==> config.mk <==
export PLATFORM = sky130hd
export DESIGN_NAME = snake_head_ctrl
export DESIGN_NICKNAME = d
export VERILOG_FILES = /design/src/rtl/snake_pkg.sv /design/src/rtl/game_tick_div.sv /design/src/rtl/snake_head_ctrl.sv
export SDC_FILE = /design/constraint.sdc
export NUM_CORES = 1
export LEC_CHECK = 0
export CAP_MARGIN = 0
export CORE_UTILIZATION = 58
export CTS_CLUSTER_SIZE = 10
export DETAILED_ROUTE_END_ITERATION = 10
export GPL_TIMING_DRIVEN = 0
export PLACE_DENSITY = 0.85
export SKIP_CTS_REPAIR_TIMING = 1
export SYNTH_ARGS = -nofsm -noshare
export SYNTH_HDL_FRONTEND = slang
export SYNTH_SLANG_ARGS = --single-unit
==> constraint.sdc <==
create_clock -name clk -period 4.1 [get_ports clk]
set_input_delay 0.615 -clock clk [delete_from_list [all_inputs] [get_ports clk]]
set_output_delay 0.615 -clock clk [all_outputs]
set_load 0.005 [all_outputs]
==> src/rtl/snake_pkg.sv <==
// Shared encodings and default constants for the snake head controller.
package snake_pkg;

   typedef enum logic [1:0] {
      DIR_UP    = 2'd0,
      DIR_RIGHT = 2'd1,
      DIR_DOWN  = 2'd2,
      DIR_LEFT  = 2'd3
   } dir_t;

   typedef enum logic [1:0] {
      ST_IDLE = 2'd0,
      ST_RUN  = 2'd1,
      ST_DEAD = 2'd2
   } state_t;

   localparam int GRID_W_DEF   = 16;
   localparam int GRID_H_DEF   = 12;
   localparam int TICK_DIV_DEF = 5_000_000;
   localparam int LEN_INIT_DEF = 3;
   localparam int LEN_MAX      = 226;
   localparam int X0_DEF       = 8;
   localparam int Y0_DEF       = 6;

   // Opposite headings differ only in bit 1 of the encoding.
   function automatic dir_t rev_dir(input dir_t d);
      return dir_t'(d ^ 2'd2);
   endfunction

endpackage

==> src/rtl/game_tick_div.sv <==
// Game tick divider: counts 0..TICK_DIV-1 while enabled, flags the last two counts.
module game_tick_div #(
   parameter int TICK_DIV = 4
) (
   input  logic clk,
   input  logic reset,
   input  logic clr,
   input  logic en,
   output logic pre_tick,
   output logic tick
);

   localparam int CW = $clog2(TICK_DIV);
   localparam logic [CW-1:0] LAST = CW'(TICK_DIV - 1);
   localparam logic [CW-1:0] PRE  = CW'(TICK_DIV - 2);

   logic [CW-1:0] cnt;

   always_ff @(posedge clk) begin
      if (reset || clr)
         cnt <= '0;
      else if (en)
         cnt <= (cnt == LAST) ? '0 : cnt + 1'b1;
   end

   assign pre_tick = en && (cnt == PRE);
   assign tick     = en && (cnt == LAST);

endmodule

==> src/rtl/snake_head_ctrl.sv <==
// Snake head controller: position, heading, length, game FSM and collisions.
// Define SNAKE_WRAP_EN to wrap at grid edges instead of dying on the wall.
module snake_head_ctrl
   import snake_pkg::*;
#(
   parameter int GRID_W   = GRID_W_DEF,
   parameter int GRID_H   = GRID_H_DEF,
   parameter int TICK_DIV = TICK_DIV_DEF,
   parameter int LEN_INIT = LEN_INIT_DEF,
   parameter int LEN_MAX  = snake_pkg::LEN_MAX,
   parameter int X0       = X0_DEF,
   parameter int Y0       = Y0_DEF
) (
   input  logic                      clk,
   input  logic                      reset,
   input  logic                      start,
   input  logic                      dir_valid,
   input  logic [1:0]                dir,
   input  logic                      body_hit,
   input  logic [$clog2(GRID_W)-1:0] food_x,
   input  logic [$clog2(GRID_H)-1:0] food_y,
   output logic [$clog2(GRID_W)-1:0] probe_x,
   output logic [$clog2(GRID_H)-1:0] probe_y,
   output logic [$clog2(GRID_W)-1:0] head_x,
   output logic [$clog2(GRID_H)-1:0] head_y,
   output logic                      step,
   output logic [7:0]                len,
   output logic                      food_eaten,
   output logic                      game_over,
   output logic                      running
);

   localparam int XW = $clog2(GRID_W);
   localparam int YW = $clog2(GRID_H);
   localparam logic [XW-1:0] X_MAX    = XW'(GRID_W - 1);
   localparam logic [YW-1:0] Y_MAX    = YW'(GRID_H - 1);
   localparam logic [XW-1:0] X_INIT   = XW'(X0);
   localparam logic [XW-1:0] X_PROBE0 = XW'(X0 + 1);
   localparam logic [YW-1:0] Y_INIT   = YW'(Y0);

   state_t          state, state_nxt;
   dir_t            heading, pending, probe_dir, ref_dir;
   logic [XW-1:0]   nxt_x;
   logic [YW-1:0]   nxt_y;
   logic            nxt_wall, probe_wall;
   logic            load, move, pre_tick, tick, dir_ok, food_hit;

   assign running   = (state == ST_RUN);
   assign game_over = (state == ST_DEAD);

   game_tick_div #(.TICK_DIV(TICK_DIV)) u_tick (
      .clk      (clk),
      .reset    (reset),
      .clr      (load),
      .en       (running),
      .pre_tick (pre_tick),
      .tick     (tick)
   );

   always_ff @(posedge clk) begin
      if (reset) state <= ST_IDLE;
      else       state <= state_nxt;
   end

   always_comb begin
      state_nxt = state;
      load      = 1'b0;
      move      = 1'b0;
      case (state)
         ST_RUN: begin
            if (tick) begin
               if (probe_wall || body_hit) state_nxt = ST_DEAD;
               else                        move      = 1'b1;
            end
         end
         default: begin
            if (start) begin
               state_nxt = ST_RUN;
               load      = 1'b1;
            end
         end
      endcase
   end

   // Candidate next head from head + pending; edge handling is the build option.
   always_comb begin
      nxt_x    = head_x;
      nxt_y    = head_y;
      nxt_wall = 1'b0;
      case (pending)
         DIR_UP: begin
            if (head_y == '0) begin
`ifdef SNAKE_WRAP_EN
               nxt_y = Y_MAX;
`else
               nxt_wall = 1'b1;
`endif
            end else nxt_y = head_y - 1'b1;
         end
         DIR_RIGHT: begin
            if (head_x == X_MAX) begin
`ifdef SNAKE_WRAP_EN
               nxt_x = '0;
`else
               nxt_wall = 1'b1;
`endif
            end else nxt_x = head_x + 1'b1;
         end
         DIR_DOWN: begin
            if (head_y == Y_MAX) begin
`ifdef SNAKE_WRAP_EN
               nxt_y = '0;
`else
               nxt_wall = 1'b1;
`endif
            end else nxt_y = head_y + 1'b1;
         end
         default: begin
            if (head_x == '0) begin
`ifdef SNAKE_WRAP_EN
               nxt_x = X_MAX;
`else
               nxt_wall = 1'b1;
`endif
            end else nxt_x = head_x - 1'b1;
         end
      endcase
   end

   // Requests arriving after the probe has frozen apply to the following move,
   // so they are checked against the direction that move will be made from.
   assign ref_dir  = tick ? probe_dir : (pre_tick ? pending : heading);
   assign dir_ok   = running && dir_valid && (dir_t'(dir) != rev_dir(ref_dir));
   assign food_hit = (probe_x == food_x) && (probe_y == food_y);

   always_ff @(posedge clk) begin
      if (reset) begin
         head_x     <= X_INIT;
         head_y     <= Y_INIT;
         heading    <= DIR_RIGHT;
         pending    <= DIR_RIGHT;
         len        <= 8'(LEN_INIT);
         step       <= 1'b0;
         food_eaten <= 1'b0;
         probe_x    <= X_PROBE0;
         probe_y    <= Y_INIT;
         probe_dir  <= DIR_RIGHT;
         probe_wall <= 1'b0;
      end else begin
         step       <= move;
         food_eaten <= move && food_hit;
         if (load) begin
            head_x     <= X_INIT;
            head_y     <= Y_INIT;
            heading    <= DIR_RIGHT;
            pending    <= DIR_RIGHT;
            len        <= 8'(LEN_INIT);
            probe_x    <= X_PROBE0;
            probe_y    <= Y_INIT;
            probe_dir  <= DIR_RIGHT;
            probe_wall <= 1'b0;
         end else begin
            probe_x    <= nxt_x;
            probe_y    <= nxt_y;
            probe_dir  <= pending;
            probe_wall <= nxt_wall;
            if (move) begin
               head_x  <= probe_x;
               head_y  <= probe_y;
               heading <= probe_dir;
               if (food_hit && (len < 8'(LEN_MAX))) len <= len + 8'd1;
            end
            if (dir_ok) pending <= dir_t'(dir);
         end
      end
   end

endmodule

==> results of run 1 <==
==> path summary, 6_finish.rpt <==
| check | startpoint | to | slack, ps | cells after the start |
|---|---|---|---|---|
| worst max register to register | state[1] | len[3] | 1750 | 9 |
| worst min-delay path | probe_dir[0] | heading[0] | 480 | 2 |
| worst max-delay path | food_y[0] | len[3] | 1630 | 8 |
| worst min register to register | probe_dir[0] | heading[0] | 480 | 2 |
==> report_power, final <==
group,total (mW),switching [mW],internal [mW]
Clock,0.429,0.217,0.212
Sequential,0.570,0.00301,0.567
Combinational,0.0603,0.0343,0.0260
Total,1.06,0.254,0.804
==> stage by stage <==
| step | cell area, sq um | utilization (%) | total power [mW] |
|---|---|---|---|
| floorplan | 2820 | - | 0.612 |
| global placement | 3310 | 70.6 | 0.641 |
| detailed placement | 3310 | 70.6 | 0.642 |
| CTS | 3460 | 73.8 | 1.06 |
| global route | 3460 | 73.8 | 1.09 |
| finish | 3460 | 73.8 | 1.06 |
==> logic make-up (layout without fill, tap and decap cells) <==
| family | Yosys count | after routing |
|---|---|---|
| and+or+nand+nor | 145 | 145 |
| DFF | 58 | 58 |
| AOI/OAI and AO/OA | 50 | 50 |
| xor gates and xnor gates | 35 | 35 |
| buffers and inverters | 27 | 84 |
| muxes | 13 | 13 |
| adders and majority gates | 7 | 7 |
==> sequential cells by signal, summed over array words and instances, names as in the netlist, 4 cells and up <==
name,count
u_tick.cnt,23
len,8
head_x,4
head_y,4
probe_x,4
probe_y,4
==> layout make-up <==
type	instances	area, sq um	share of cell area [%]
multi-input combinational	250	1560	45.1
sequential	58	1160	33.5
timing repair buffer	42	420	12.1
clock buffer	11	131	3.79
tap	54	67.6	1.95
buffer	16	61.3	1.77
inverter	11	41.3	1.19
clock inverter	4	20.0	0.578
==> Yosys cell counts (3+ instances only) <==
cell	number	share of area, %
dfxtp_1	58	41
nor2_1	45	6.0
nand2_1	32	4.3
xor2_1	23	7.1
a21oi_1	16	2.8
clkbuf_1	14	1.9
nand3_1	14	2.5
mux2i_1	12	4.3
xnor2_1	12	3.7
inv_1	10	1.3
o21ai_0	10	1.8
ha_1	7	3.1
nor3_1	7	1.2
nand4_1	6	1.3
or3_1	6	1.3
a31oi_1	5	1.1
and3_1	5	1.1
nor4_1	5	1.1
and4_1	4	1.2
nand2b_1	4	0.89
nor2b_1	4	0.89
nand3b_1	3	0.80
nor3b_1	3	0.80
o22ai_1	3	0.66
==> routing by layer <==
metal	part of all wire [%]	vias up
li1	-	1267
met1	46	1201
met2	48	76
met3	4.7	9
met4	1.5	0
met5	0	-
==> critical path, stage by stage <==
cell             delay (ps)
clkdlybuf4s50_1         410
xor2_1                  160
nor4_1                  470
nand3_1                 180
or2_1                   230
buf_2                   160
or3_1                   340
a21oi_1                 160
==> flow_metrics.tcl, run 1 <==
set metrics [dict create \
    end_kind "flop" \
    fin_crit_sh_pct 60.2 \
    hold_ws_ps 485 \
    met2_usage_pct 45.6 \
    postRouteAntennaNets 0 \
    ctsLongestPathBuffers 2 \
    cp.required_ps 4360 \
    report.final.hold_viol_count 0 \
    area_growth_syn_to_layout_pct 22.6 \
    num-fill-cells 366 \
    cts_sinks 58 \
    sum_of_routed_wire_length_over_all_layers_mm 6.41 \
    number_of_max_capacitance_violations_reported 0 \
    port-buffer-count 42 \
    final_max_slew_viols 0 \
    syn_area_per_cell_sq_um 8.43 \
    number_of_register_bits_inferred_by_synthesis 58 \
    cts.clk_slew.worst_paths_ps 60 \
    cellLeakagePower_nw 1.29 \
    total_congestion_overflow 0 \
    mappedNetlistArea_sq_um 2820 \
    htree_num_levels 3 \
    number_of_design_rule_violations_left_by_the_first_detailed_router_iteration 178 \
    drcViolationCount 0 \
    initial_utilization_pct 60.2 \
    global_route.usage.met1_pct 33.4 \
    tritoncts "yes" \
    dpl.cell_count 431 \
    leading_cell_type_in_the_layout_fill_and_taps_excluded "dfxtp_1" \
    design.portCount 43 \
    maximum_number_of_pins_on_one_net_before_global_route_repair 11 \
    post_synth_and_or_nand_nor_area_fraction_pct 25.6 \
    power_per_cell_area_nw_per_um2 306 \
    wire_length_of_the_first_global_routing_pass_mm 10.7 \
    fmaxAchievable_mhz 405 \
    number_of_antenna_diodes 0 \
    worstPathArrival_ps 2730 \
    stdcell_count 446 \
    syn-num-nets 357 \
    sequential_area_share_after_synthesis_pct 41.1 \
    post_synth_mux_area_share_pct 4.65 \
    yosys.cell_types.count 46 \
    core_sq_um 4690 \
    asyncSetResetFlopFracSynth_pct 0 \
    dpl_worst_slack_ps 1350 \
    synth_compound_gate_area_share_pct 11.1 \
    dr.pass1.iters 4 \
    detail_route.vias_per_cell 5.72 \
    synth_top_family_by_area "simple AND/OR/NAND/NOR gates" \
    dp.final_hpwl_mm 4.54 \
    cts.root.buffer_cell "clkbuf_8" \
    antenna_violations_before_repair 0 \
    global_route_usage_sum_pct 26.8 \
    timing.final.crit_period_ps 2470 \
    skew_ps 7.45 \
    die_height_um 71.8 \
    synth_edf_count 0 \
    drive_gt1_share_pct 4.85 \
    setup.worst_path.class "in -> reg" \
    yosysWarningCount 0 \
    worstSetupStartpointType "input pin" \
    vdd.ir_drop.worst_v 0.000231 \
    placementRows 25 \
    fp.dieArea_sq_um 5150 \
    grt_pass1_vias 2391 \
    mostFrequentLayoutCells "dfxtp_1 (58), nor2_1 (45), clkdlybuf4s50_1 (42), nand2_1 (32), xor2_1 (23)" \
    numCtsBuffers 9 \
    fin_ws_ps 1630 \
    relSlewSlack_pct 48.6 \
    setup_tns_ps 0 \
    die_width_um 71.8 \
    max_slew.worst_pin.slew_ps 772 \
    worst-path-max-fanout 6 \
    postSynth.topFlopCell "dfxtp_1" \
    synth_xor_xnor_area_share_pct 10.9 \
    worst_hold_path_type "reg -> reg" \
    gp_congestion 0.871 \
    result_of_the_run "completed" \
    vias_post_dr 2553 \
    layout.nets 410 \
    post_drt_wl_per_cell_um 14.4 \
    syn-instance-count 335 \
    grt-busiest-layer "met2" \
    synth_fa_ha_area_share_pct 3.10 \
    rsz0062_at_grt "no" \
    grt_use_met3_pct 4.22 \
    final-setup-viol-count 0 \
    clock_latency_ps 340 \
]
Power figures use the tool's default switching activity.
==> run 2, diff against run 1 <==
--- a/config.mk
+++ b/config.mk
@@ -6,11 +6,11 @@
 export NUM_CORES = 1
 export LEC_CHECK = 0
 export CAP_MARGIN = 0
-export CORE_UTILIZATION = 58
+export CORE_UTILIZATION = 54
 export CTS_CLUSTER_SIZE = 10
 export DETAILED_ROUTE_END_ITERATION = 10
 export GPL_TIMING_DRIVEN = 0
-export PLACE_DENSITY = 0.85
+export PLACE_DENSITY = 0.8
 export SKIP_CTS_REPAIR_TIMING = 1
 export SYNTH_ARGS = -nofsm -noshare
 export SYNTH_HDL_FRONTEND = slang
==> constraint.sdc (replaced) <==
create_clock -name clk -period 2.5 [get_ports clk]
set_input_delay 0.375 -clock clk [delete_from_list [all_inputs] [get_ports clk]]
set_output_delay 0.375 -clock clk [all_outputs]
set_load 0.005 [all_outputs]
==> run 2 against run 1 <==
Sequential share of layout area decreased by 0.45 points. Clock power grew 71%. Combinational power grew 64%. Sequential power rose by 64%. Final cell count increased by 3.4%. Worst hold slack got worse by 2.1 ps. Design area rose by 1.4%. Register-to-register slack got worse by 1600 ps. Clock skew grew 1.3 ps. Utilization is 1.9 points lower. Via count fell by 2.0%.
==> flow_metrics.tcl, run 2 (same netlist as run 1, synthesis figures left out) <==
set metrics [dict create \
    result_of_the_run "completed" \
    dpl_worst_slack_ps 27.2 \
    fmaxAchievable_mhz 432 \
    grt_use_met3_pct 9.35 \
    antenna_violations_before_repair 0 \
    timing.final.crit_period_ps 2310 \
    vdd.ir_drop.worst_v 0.000443 \
    setup_tns_ps 0 \
    drive_gt1_share_pct 5.58 \
    worstPathArrival_ps 2580 \
    numCtsBuffers 9 \
    largest_register_ff_count 23 \
    worst_hold_path_type "reg -> reg" \
    fin_crit_sh_pct 92.6 \
    fin_ws_ps 186 \
    global_route.usage.met1_pct 35.0 \
    leading_cell_type_in_the_layout_fill_and_taps_excluded "dfxtp_1" \
    sum_of_routed_wire_length_over_all_layers_mm 6.42 \
    r2r_setup_slack_ps 190 \
    global_route_usage_sum_pct 26.1 \
    design.portCount 43 \
    grt_pass1_vias 2303 \
    critical_path_depth 8 \
    cts_sinks 58 \
    core_sq_um 4880 \
    critical_path.reg2reg.startpoint "u_tick.cnt[18]" \
    relSlewSlack_pct 48.1 \
    max_flop_register "u_tick.cnt" \
    maximum_number_of_pins_on_one_net_before_global_route_repair 11 \
    met2_usage_pct 39.3 \
    number_of_design_rule_violations_left_by_the_first_detailed_router_iteration 196 \
    worst_path_max_stage_delay_ps 560 \
    number_of_antenna_diodes 0 \
    final-setup-viol-count 0 \
    htree_num_levels 3 \
    number_of_max_capacitance_violations_reported 0 \
    cellLeakagePower_nw 1.30 \
    stdcell_count 461 \
    cts.root.buffer_cell "clkbuf_8" \
    grt-busiest-layer "met2" \
    crit_path_cell_trace "nand2_1, or4b_4, nor3_2, nand3_1, or2_1, buf_2, or3_1, a21oi_1" \
    reg2reg_depth 8 \
    clock_latency_ps 340 \
    ctsLongestPathBuffers 2 \
    power_per_cell_area_nw_per_um2 503 \
    total_congestion_overflow 0 \
    layout_top_registers "u_tick.cnt: 23 flops, len: 8 flops" \
    post_drt_wl_per_cell_um 13.9 \
    cp_num_buf_inv 1 \
    finalPower_mw 1.77 \
    cp.required_ps 2770 \
    crit-reg2reg-capture "len[3]" \
    tritoncts "yes" \
    vias_post_dr 2502 \
    worst_setup_path_endpoint "len[3]" \
    setup.worst_path.class "reg -> reg" \
    postRouteAntennaNets 0 \
    dr.pass1.iters 4 \
    timing.critical_path.max_delay_family "simple AND/OR/NAND/NOR gates" \
    worstSetupStartpointType "flop" \
    dp.final_hpwl_mm 4.68 \
    layout.nets 411 \
    mostFrequentLayoutCells "dfxtp_1 (58), nor2_1 (45), clkdlybuf4s50_1 (42), nand2_1 (32), xor2_1 (23)" \
    dpl.cell_count 444 \
    worst-path-max-fanout 6 \
    die_width_um 74.3 \
    wire_length_of_the_first_global_routing_pass_mm 10.8 \
    initial_utilization_pct 57.9 \
    cts.clk_slew.worst_paths_ps 70 \
    rsz0062_at_grt "no" \
    die_height_um 74.3 \
    drcViolationCount 0 \
    fp.dieArea_sq_um 5520 \
    final_max_slew_viols 0 \
    end_kind "flop" \
    report.final.hold_viol_count 0 \
    port-buffer-count 42 \
    critical_path.slowest_cell "or4b_4" \
    hold_ws_ps 483 \
    area_growth_syn_to_layout_pct 24.3 \
    skew_ps 8.77 \
    detail_route.vias_per_cell 5.43 \
    worstSetupStartpoint "u_tick.cnt[18]" \
    gp_congestion 0.849 \
    placementRows 25 \
    max_slew.worst_pin.slew_ps 778 \
]
==> run 2: routing by layer <==
| metal | wire length [um] | up-vias | part of all wire, % |
|---|---|---|---|
| met4 | 92 | 0 | 1.4 |
| met1 | 3160 | 1146 | 49 |
| met3 | 367 | 13 | 5.7 |
| li1 | - | 1268 | - |
| met5 | 0 | - | 0 |
| met2 | 2790 | 75 | 44 |
==> run 2: worst register-to-register path, stage by stage (launching register included) <==
cell and delay [ps]:
dfxtp_1 360, nand2_1 110, or4b_4 560, nor3_2 150
nand3_1 150, or2_1 250, buf_2 150, or3_1 360
a21oi_1 160
==> run 2: metrics by stage <==
| stage | util [%] | cell area, sq um |
|---|---|---|
| after floorplan | - | 2820 |
| after global placement | 68.2 | 3330 |
| after detailed placement | 68.2 | 3330 |
| after CTS | 71.6 | 3490 |
| after global routing | 71.9 | 3510 |
| final | 71.9 | 3510 |
==> run 2: area by class of cell <==
cell class	instances	area (sq um)
inverters	11	41.3
clock inverters	3	15.0
repair buffers	43	428
clock buffers	13	149
flip-flops and latches	58	1160
fillers	417	1370
well taps	67	83.8
multi-input cells	250	1570
plain buffers	16	61.3
==> run 2: power breakdown <==
group,leakage [nW],switching [mW],internal [mW]
Clock,0.0872,0.350,0.382
Sequential,0.468,0.00520,0.930
Combinational,0.742,0.0561,0.0427
Total,1.30,0.411,1.35
==> run 2: worst min path at each step <==
stage | start | to | slack [ps] | cells after the start
final | state[1] | state[1] | 480 | 2
after global routing | state[1] | state[1] | 500 | 2
after CTS | state[1] | state[1] | 480 | 2
after detailed placement | state[1] | state[1] | 470 | 2
after global placement | state[1] | state[1] | 460 | 2
after floorplan | probe_dir[0] | heading[0] | 440 | 2
==> run 3, diff against run 2 <==
--- a/config.mk
+++ b/config.mk
@@ -12,6 +12,7 @@
 export GPL_TIMING_DRIVEN = 0
 export PLACE_DENSITY = 0.8
 export SKIP_CTS_REPAIR_TIMING = 1
+export SLEW_MARGIN = 40
 export SYNTH_ARGS = -nofsm -noshare
 export SYNTH_HDL_FRONTEND = slang
 export SYNTH_SLANG_ARGS = --single-unit
==> results of run 3 <==
The final DEF is identical to that of run 2; final timing and power are the same.
